File: config.mk
export PLATFORM = sky130hd
export DESIGN_NAME = quad_encoder_emu
export DESIGN_NICKNAME = d
export VERILOG_FILES = /design/src/rtl/quad_encoder_emu.sv
export SDC_FILE = /design/constraint.sdc
export NUM_CORES = 1
export LEC_CHECK = 0
export CORE_ASPECT_RATIO = 1.2
export CORE_MARGIN = 4
export CORE_UTILIZATION = 49
export CTS_CLUSTER_SIZE = 16
export DETAILED_ROUTE_END_ITERATION = 8
export PLACE_DENSITY = 0.7
export SLEW_MARGIN = 40
export SYNTH_ARGS = -nofsm -noshare
export SYNTH_HDL_FRONTEND = slang
export SYNTH_SLANG_ARGS = --single-unit
File: constraint.sdc
create_clock -name i_clk -period 9.5 [get_ports i_clk]
set_input_delay 1.9 -clock i_clk [delete_from_list [all_inputs] [get_ports i_clk]]
set_output_delay 1.9 -clock i_clk [all_outputs]
set_load 0.05 [all_outputs]
File: src/rtl/quad_encoder_emu.sv
// quad_encoder_emu: emulates an incremental quadrature shaft encoder.
//
// A command (step period + direction) is loaded through a pending register and
// becomes active at the next step boundary, or on the following cycle when the
// shaft is halted or disabled. While enabled with a nonzero active period, an
// interval counter fires one A/B transition every P' clocks (P' = max(P, 2)),
// and a signed 32-bit position tracks the net transition count.
//
// Optional feature: define QENC_INDEX_EN to add an edge index (0..EDGES_PER_REV-1)
// and the o_chZ index output, high while the index is 0.
//
// Parameters:
//   EDGES_PER_REV  transitions per revolution (4..65535), used by the index only
//   PERIOD_W       width of the step-period input
// Ports:
//   i_clk          clock, rising edge
//   i_rstn         synchronous active-low reset
//   i_en           step enable; low freezes the shaft
//   i_period       clocks between transitions; 0 halts
//   i_dir          1 forward (A leads B), 0 reverse
//   i_load         one-cycle strobe capturing i_period/i_dir
//   o_pending      a loaded command has not been applied yet
//   o_chA, o_chB   registered quadrature channels
//   o_chZ          registered index channel (QENC_INDEX_EN only)
//   o_step         one-cycle pulse in the cycle A/B changes
//   o_position     signed transition count, wraps modulo 2^32

module quad_encoder_emu #(
  parameter int unsigned EDGES_PER_REV = 48,
  parameter int unsigned PERIOD_W      = 32
) (
  input  logic                i_clk,
  input  logic                i_rstn,
  input  logic                i_en,
  input  logic [PERIOD_W-1:0] i_period,
  input  logic                i_dir,
  input  logic                i_load,
  output logic                o_pending,
  output logic                o_chA,
  output logic                o_chB,
`ifdef QENC_INDEX_EN
  output logic                o_chZ,
`endif
  output logic                o_step,
  output logic [31:0]         o_position
);

  // Elaboration-time sanity check on the revolution size.
  if (EDGES_PER_REV < 4 || EDGES_PER_REV > 65535) begin : g_bad_edges
    $error("quad_encoder_emu: EDGES_PER_REV out of range");
  end

  // Quadrature states, numbered in forward order so +1/-1 on the code walks the
  // Gray sequence and a reversal always revisits the previous state.
  localparam logic [1:0] S0 = 2'd0;  // A0 B0
  localparam logic [1:0] S1 = 2'd1;  // A1 B0
  localparam logic [1:0] S2 = 2'd2;  // A1 B1
  localparam logic [1:0] S3 = 2'd3;  // A0 B1

  localparam logic [PERIOD_W-1:0] PeriodOne = PERIOD_W'(1);
  localparam logic [PERIOD_W-1:0] PeriodTwo = PERIOD_W'(2);

  logic [1:0]          state_q, state_d;
  logic                cha_q, cha_d;
  logic                chb_q, chb_d;
  logic                step_q;
  logic [31:0]         pos_q, pos_d;
  logic [PERIOD_W-1:0] cnt_q, cnt_d;
  logic [PERIOD_W-1:0] act_period_q, act_period_d;
  logic                act_dir_q, act_dir_d;
  logic [PERIOD_W-1:0] pend_period_q, pend_period_d;
  logic                pend_dir_q, pend_dir_d;
  logic                pending_q, pending_d;

  logic [PERIOD_W-1:0] period_eff;
  logic                running;
  logic                step_now;
  logic                step_dir;

  // Interval timing and step decision.
  always_comb begin
    period_eff = (act_period_q == PeriodOne) ? PeriodTwo : act_period_q;
    running    = i_en && (act_period_q != '0);
    step_now   = running && (cnt_q == (period_eff - PeriodOne));
    // A pending command takes effect at this boundary, so its direction
    // already governs the step that marks the boundary.
    step_dir   = pending_q ? pend_dir_q : act_dir_q;
  end

  // Next-state logic for the shaft, counter and command registers.
  always_comb begin
    state_d       = state_q;
    pos_d         = pos_q;
    cnt_d         = cnt_q;
    act_period_d  = act_period_q;
    act_dir_d     = act_dir_q;
    pend_period_d = pend_period_q;
    pend_dir_d    = pend_dir_q;
    pending_d     = pending_q;

    if (step_now) begin
      cnt_d = '0;
      if (step_dir) begin
        state_d = state_q + 2'd1;
        pos_d   = pos_q + 32'd1;
      end else begin
        state_d = state_q - 2'd1;
        pos_d   = pos_q - 32'd1;
      end
    end else if (running) begin
      cnt_d = cnt_q + PeriodOne;
    end else begin
      cnt_d = '0;
    end

    if (i_load && step_now) begin
      // Load coincides with a boundary: the step above used the old direction,
      // the new command governs the next interval directly.
      act_period_d = i_period;
      act_dir_d    = i_dir;
      pending_d    = 1'b0;
    end else if (i_load) begin
      pend_period_d = i_period;
      pend_dir_d    = i_dir;
      pending_d     = 1'b1;
    end else if (pending_q && (step_now || !running)) begin
      act_period_d = pend_period_q;
      act_dir_d    = pend_dir_q;
      pending_d    = 1'b0;
      cnt_d        = '0;
    end
  end

  // Channel levels of the next state, registered so outputs are glitch-free.
  always_comb begin
    cha_d = 1'b0;
    chb_d = 1'b0;
    unique case (state_d)
      S0: begin cha_d = 1'b0; chb_d = 1'b0; end
      S1: begin cha_d = 1'b1; chb_d = 1'b0; end
      S2: begin cha_d = 1'b1; chb_d = 1'b1; end
      S3: begin cha_d = 1'b0; chb_d = 1'b1; end
      default: begin cha_d = 1'b0; chb_d = 1'b0; end
    endcase
  end

  always_ff @(posedge i_clk) begin
    if (!i_rstn) begin
      state_q       <= S0;
      cha_q         <= 1'b0;
      chb_q         <= 1'b0;
      step_q        <= 1'b0;
      pos_q         <= '0;
      cnt_q         <= '0;
      act_period_q  <= '0;
      act_dir_q     <= 1'b1;
      pend_period_q <= '0;
      pend_dir_q    <= 1'b1;
      pending_q     <= 1'b0;
    end else begin
      state_q       <= state_d;
      cha_q         <= cha_d;
      chb_q         <= chb_d;
      step_q        <= step_now;
      pos_q         <= pos_d;
      cnt_q         <= cnt_d;
      act_period_q  <= act_period_d;
      act_dir_q     <= act_dir_d;
      pend_period_q <= pend_period_d;
      pend_dir_q    <= pend_dir_d;
      pending_q     <= pending_d;
    end
  end

`ifdef QENC_INDEX_EN
  localparam int unsigned IdxW = (EDGES_PER_REV > 1) ? $clog2(EDGES_PER_REV) : 1;
  localparam logic [IdxW-1:0] IdxMax = IdxW'(EDGES_PER_REV - 1);

  logic [IdxW-1:0] idx_q, idx_d;
  logic            chz_q;

  // Edge index follows the same direction as the position, wrapping both ways.
  always_comb begin
    idx_d = idx_q;
    if (step_now) begin
      if (step_dir) begin
        idx_d = (idx_q == IdxMax) ? '0 : idx_q + IdxW'(1);
      end else begin
        idx_d = (idx_q == '0) ? IdxMax : idx_q - IdxW'(1);
      end
    end
  end

  always_ff @(posedge i_clk) begin
    if (!i_rstn) begin
      idx_q <= '0;
      chz_q <= 1'b1;
    end else begin
      idx_q <= idx_d;
      chz_q <= (idx_d == '0);
    end
  end

  assign o_chZ = chz_q;
`endif

  assign o_pending  = pending_q;
  assign o_chA      = cha_q;
  assign o_chB      = chb_q;
  assign o_step     = step_q;
  assign o_position = pos_q;

endmodule

==> reports/summary.txt <==
Status = finished clean
Layout area overhead = 16.75%
Slew @ Worst Pin = 0.7681 ns
CP max FO = 37
Cell Pwr Density = 142.0 nW/um^2
Highest Clock Rate = 181.1 MHz
Die Span Y = 150.0 um
Final setup violation count = 0
Initial DRT Pass Iterations = 5
Post-route setup TNS = 0 ns
Die width = 126.3 um
First-pass GRT wire length = 32.62 mm
Starting density of the core = 50.39%
Number of synthesized flops with an enable pin = 0
Die Area = 18,950 um^2
Nets@finish = 1,031
Layout cells sized above 1 = 9.250%
Total I/O pin count = 73
Clock-pin slew on the worst setup and hold paths = 0.06 ns
Maximum vdd drop = 0.1332 mV
Post-synth top flop = dfxtp_1
Core Region = 16,340 um^2
Sequential share of power = 43.5%
WS Path Type = reg2reg
Final min period = 5.520 ns
Max-cap violations = 0
RSZ-0062 raised after global routing = false
Post-synthesis sequential area ratio = 33.07%
Largest net degree at the start of global routing = 66
Tightest Hold Check Type = reg2reg
Clock Skews = 0.007697 ns
Crit path arrival time = 5.81 ns
Per-cell routed wire length = 16.27 um
Initial antenna violation count = 0
Sw Pwr = 0.0003728 W
Syn Area/Cell = 9.116 um^2
Final hold vios = 0
CTS Buf Count = 17
Ant. Diodes = 0
Fin. max-slew vios = 0
Cells after Synth = 903
Vias = 6,592
Detailed Route Iter0 Violations = 255
Drt drc = 0
Gr ovfl total = 0
Crit path capture type = flop
CP Launch Type = flop
Vias in the first global route = 6,691
CTS tree = yes
Switching part of the total = 27.32%
IO Port Bufs = 72
CTS root buf = clkbuf_16
Yosys Warn Count = 0
Vias per cell = 5.563
Overall Global Routing Usage = 21.06%
Final WL = 19.28 mm
Yosys cell types = 62
Syn Nets = 974
CTS max path bufs = 2
Detail Route Antenna Nets = 0
Combinational Power Share = 12.2%
Rel. slew slack = 48.32%
Final Cell Area = 9610 um^2
CTS Sinks = 136
Fin util = 58.83%
Fin crit share = 58.11%
Hold_ws = 0.4930 ns
CTS Hold Bufs = 0
Lkg Pwr = 4.054 nW
Setup bufs post-CTS = 0
Worst-Skew Late Latency = 0.42 ns
Pint = 0.0009919 W
Flops & latches, synth = 136
H-tree levels = 4
Placed Area = 9066 um^2
Post-DP HPWL = 14.01 mm
Clock power share = 44.4%
Ys async rst share = 0%
Row Count = 51
Post-cts resize count = 0
RePlAce Congestion = 0.9113
Syn Std Cell Area = 8232 um^2
Worst EP required = 9.79 ns
==> critical path, cell delays in order, from the launching register on <==
cell       delay (ns)
dfxtp_1          0.41
or4_4            0.58
nor4_2           0.52
nand3b_1         0.20
o21ai_0          0.31
ha_1             0.43
nand3_1          0.21
nor3_1           0.31
xnor2_1          0.17
nand2_1          0.08
or4_4            0.54
nor4_4           0.26
buf_4            0.52
and3_4           0.69
a2bb2oi_1        0.13
==> cell usage in the layout, fill, tap and decap left out, types with 9 or more instances in the layout <==
cell,Yosys,layout
and3_1,20,20
inv_1,15,14
clkdlybuf4s50_1,0,72
nor3_1,16,16
nand4_1,10,10
a31oi_1,12,12
a21o_1,16,15
nor4_1,15,14
ha_1,33,33
nor2_1,131,131
o2bb2ai_2,30,30
xor2_1,44,44
a21oi_1,33,32
nand2_1,43,43
a211oi_1,9,9
dfxtp_1,136,136
mux2i_1,92,91
nand3_1,30,30
clkbuf_16,0,17
xnor2_1,55,55
o21ai_0,22,22
==> registers in the layout, indices dropped and copies added, names as in the netlist <==
name / flops
o_chB: 1
state_q: 2
o_step: 1
cnt_q: 32
act_dir_q: 1
o_chA: 1
act_period_q: 32
pend_dir_q: 1
pend_period_q: 32
o_pending: 1
o_position: 32
==> through the flow <==
stage | total power, W | setup slack (ns) | std cells
after detailed placement | 0.0007708 | 4.005 | 1153
after floorplan | 0.0007200 | 4.632 | 903
after global placement | 0.0007680 | 3.906 | 1153
after CTS | 0.001378 | 4.007 | 1185
after global routing | 0.001419 | 3.588 | 1185
final | 0.001365 | 3.980 | 1185
==> layer usage <==
| metal | share of wire [%] | track usage (%) |
|---|---|---|
| met1 | 44 | 25.17 |
| met2 | 50 | 36.90 |
| met3 | 3.7 | 4.998 |
| met4 | 1.7 | 7.511 |
| met5 | 0 | 0 |
==> final cells by class <==
type	count	area, um^2
clock buffer	17	425.4
clock inverter	15	118.9
inverter	15	56.30
multi-input combinational	713	5264
tap	212	265.3
fill	1536	6725
sequential	136	2723
timing repair buffer	77	758.2
==> synth_stat cells (4+ instances only) <==
library cell  count  area share (%)
a211oi_1          9            0.82
a21o_1           16             1.5
a21oi_1          33             2.0
a31o_2            4            0.43
a31oi_1          12            0.91
and2_1            6            0.46
and3_1           20             1.5
and4_1            7            0.74
buf_2            10            0.61
buf_4             7            0.64
clkbuf_1         17            0.78
dfxtp_1         136              33
ha_1             33             5.0
inv_1            15            0.68
mux2i_1          92              11
nand2_1          43             2.0
nand2b_1          7            0.53
nand3_1          30             1.8
nand4_1          10            0.76
nand4b_1          4            0.43
nor2_1          131             6.0
nor3_1           16            0.97
nor4_1           15             1.1
o21ai_0          22             1.3
o21bai_1          7            0.64
o2bb2ai_2        30             5.5
or3_1             9            0.68
xnor2_1          55             5.9
xor2_1           44             4.7
==> path summary, 6_finish.rpt <==
path | startpoint | to | slack (ns) | depth (start not counted)
worst min register to register | pend_period_q[10]$_SDFFE_PN0P_ | pend_period_q[10]$_SDFFE_PN0P_ | 0.49 | 2
worst max register to register | act_period_q[3]$_SDFFE_PN0P_ | act_dir_q$_SDFFE_PN1P_ | 3.98 | 14
worst min-delay path | pend_period_q[10]$_SDFFE_PN0P_ | pend_period_q[10]$_SDFFE_PN0P_ | 0.49 | 2
worst max-delay path | act_period_q[3]$_SDFFE_PN0P_ | act_dir_q$_SDFFE_PN1P_ | 3.98 | 14
==> power by group through the flow <==
stage	registers [W]	clock network, W	logic (W)
finish	0.000593	0.000605	0.000166
global route	0.000594	0.000643	0.000182
CTS	0.000593	0.000619	0.000166
detailed placement	0.000605	0	0.000166
global placement	0.000605	0	0.000163
floorplan	0.000602	0	0.000118
==> kinds of logic after synthesis <==
family / after synthesis / share of synthesized area, %
AOI/OAI and AO/OA: 161 / 15.90
xor gates and xnor gates: 99 / 10.53
adders and majority gates: 34 / 5.259
buffers and inverters: 54 / 3.694
DFF: 136 / 33.07
muxes: 93 / 11.32
and+or+nand+nor: 326 / 20.22
Note: power is estimated with default switching activity, not from simulation.
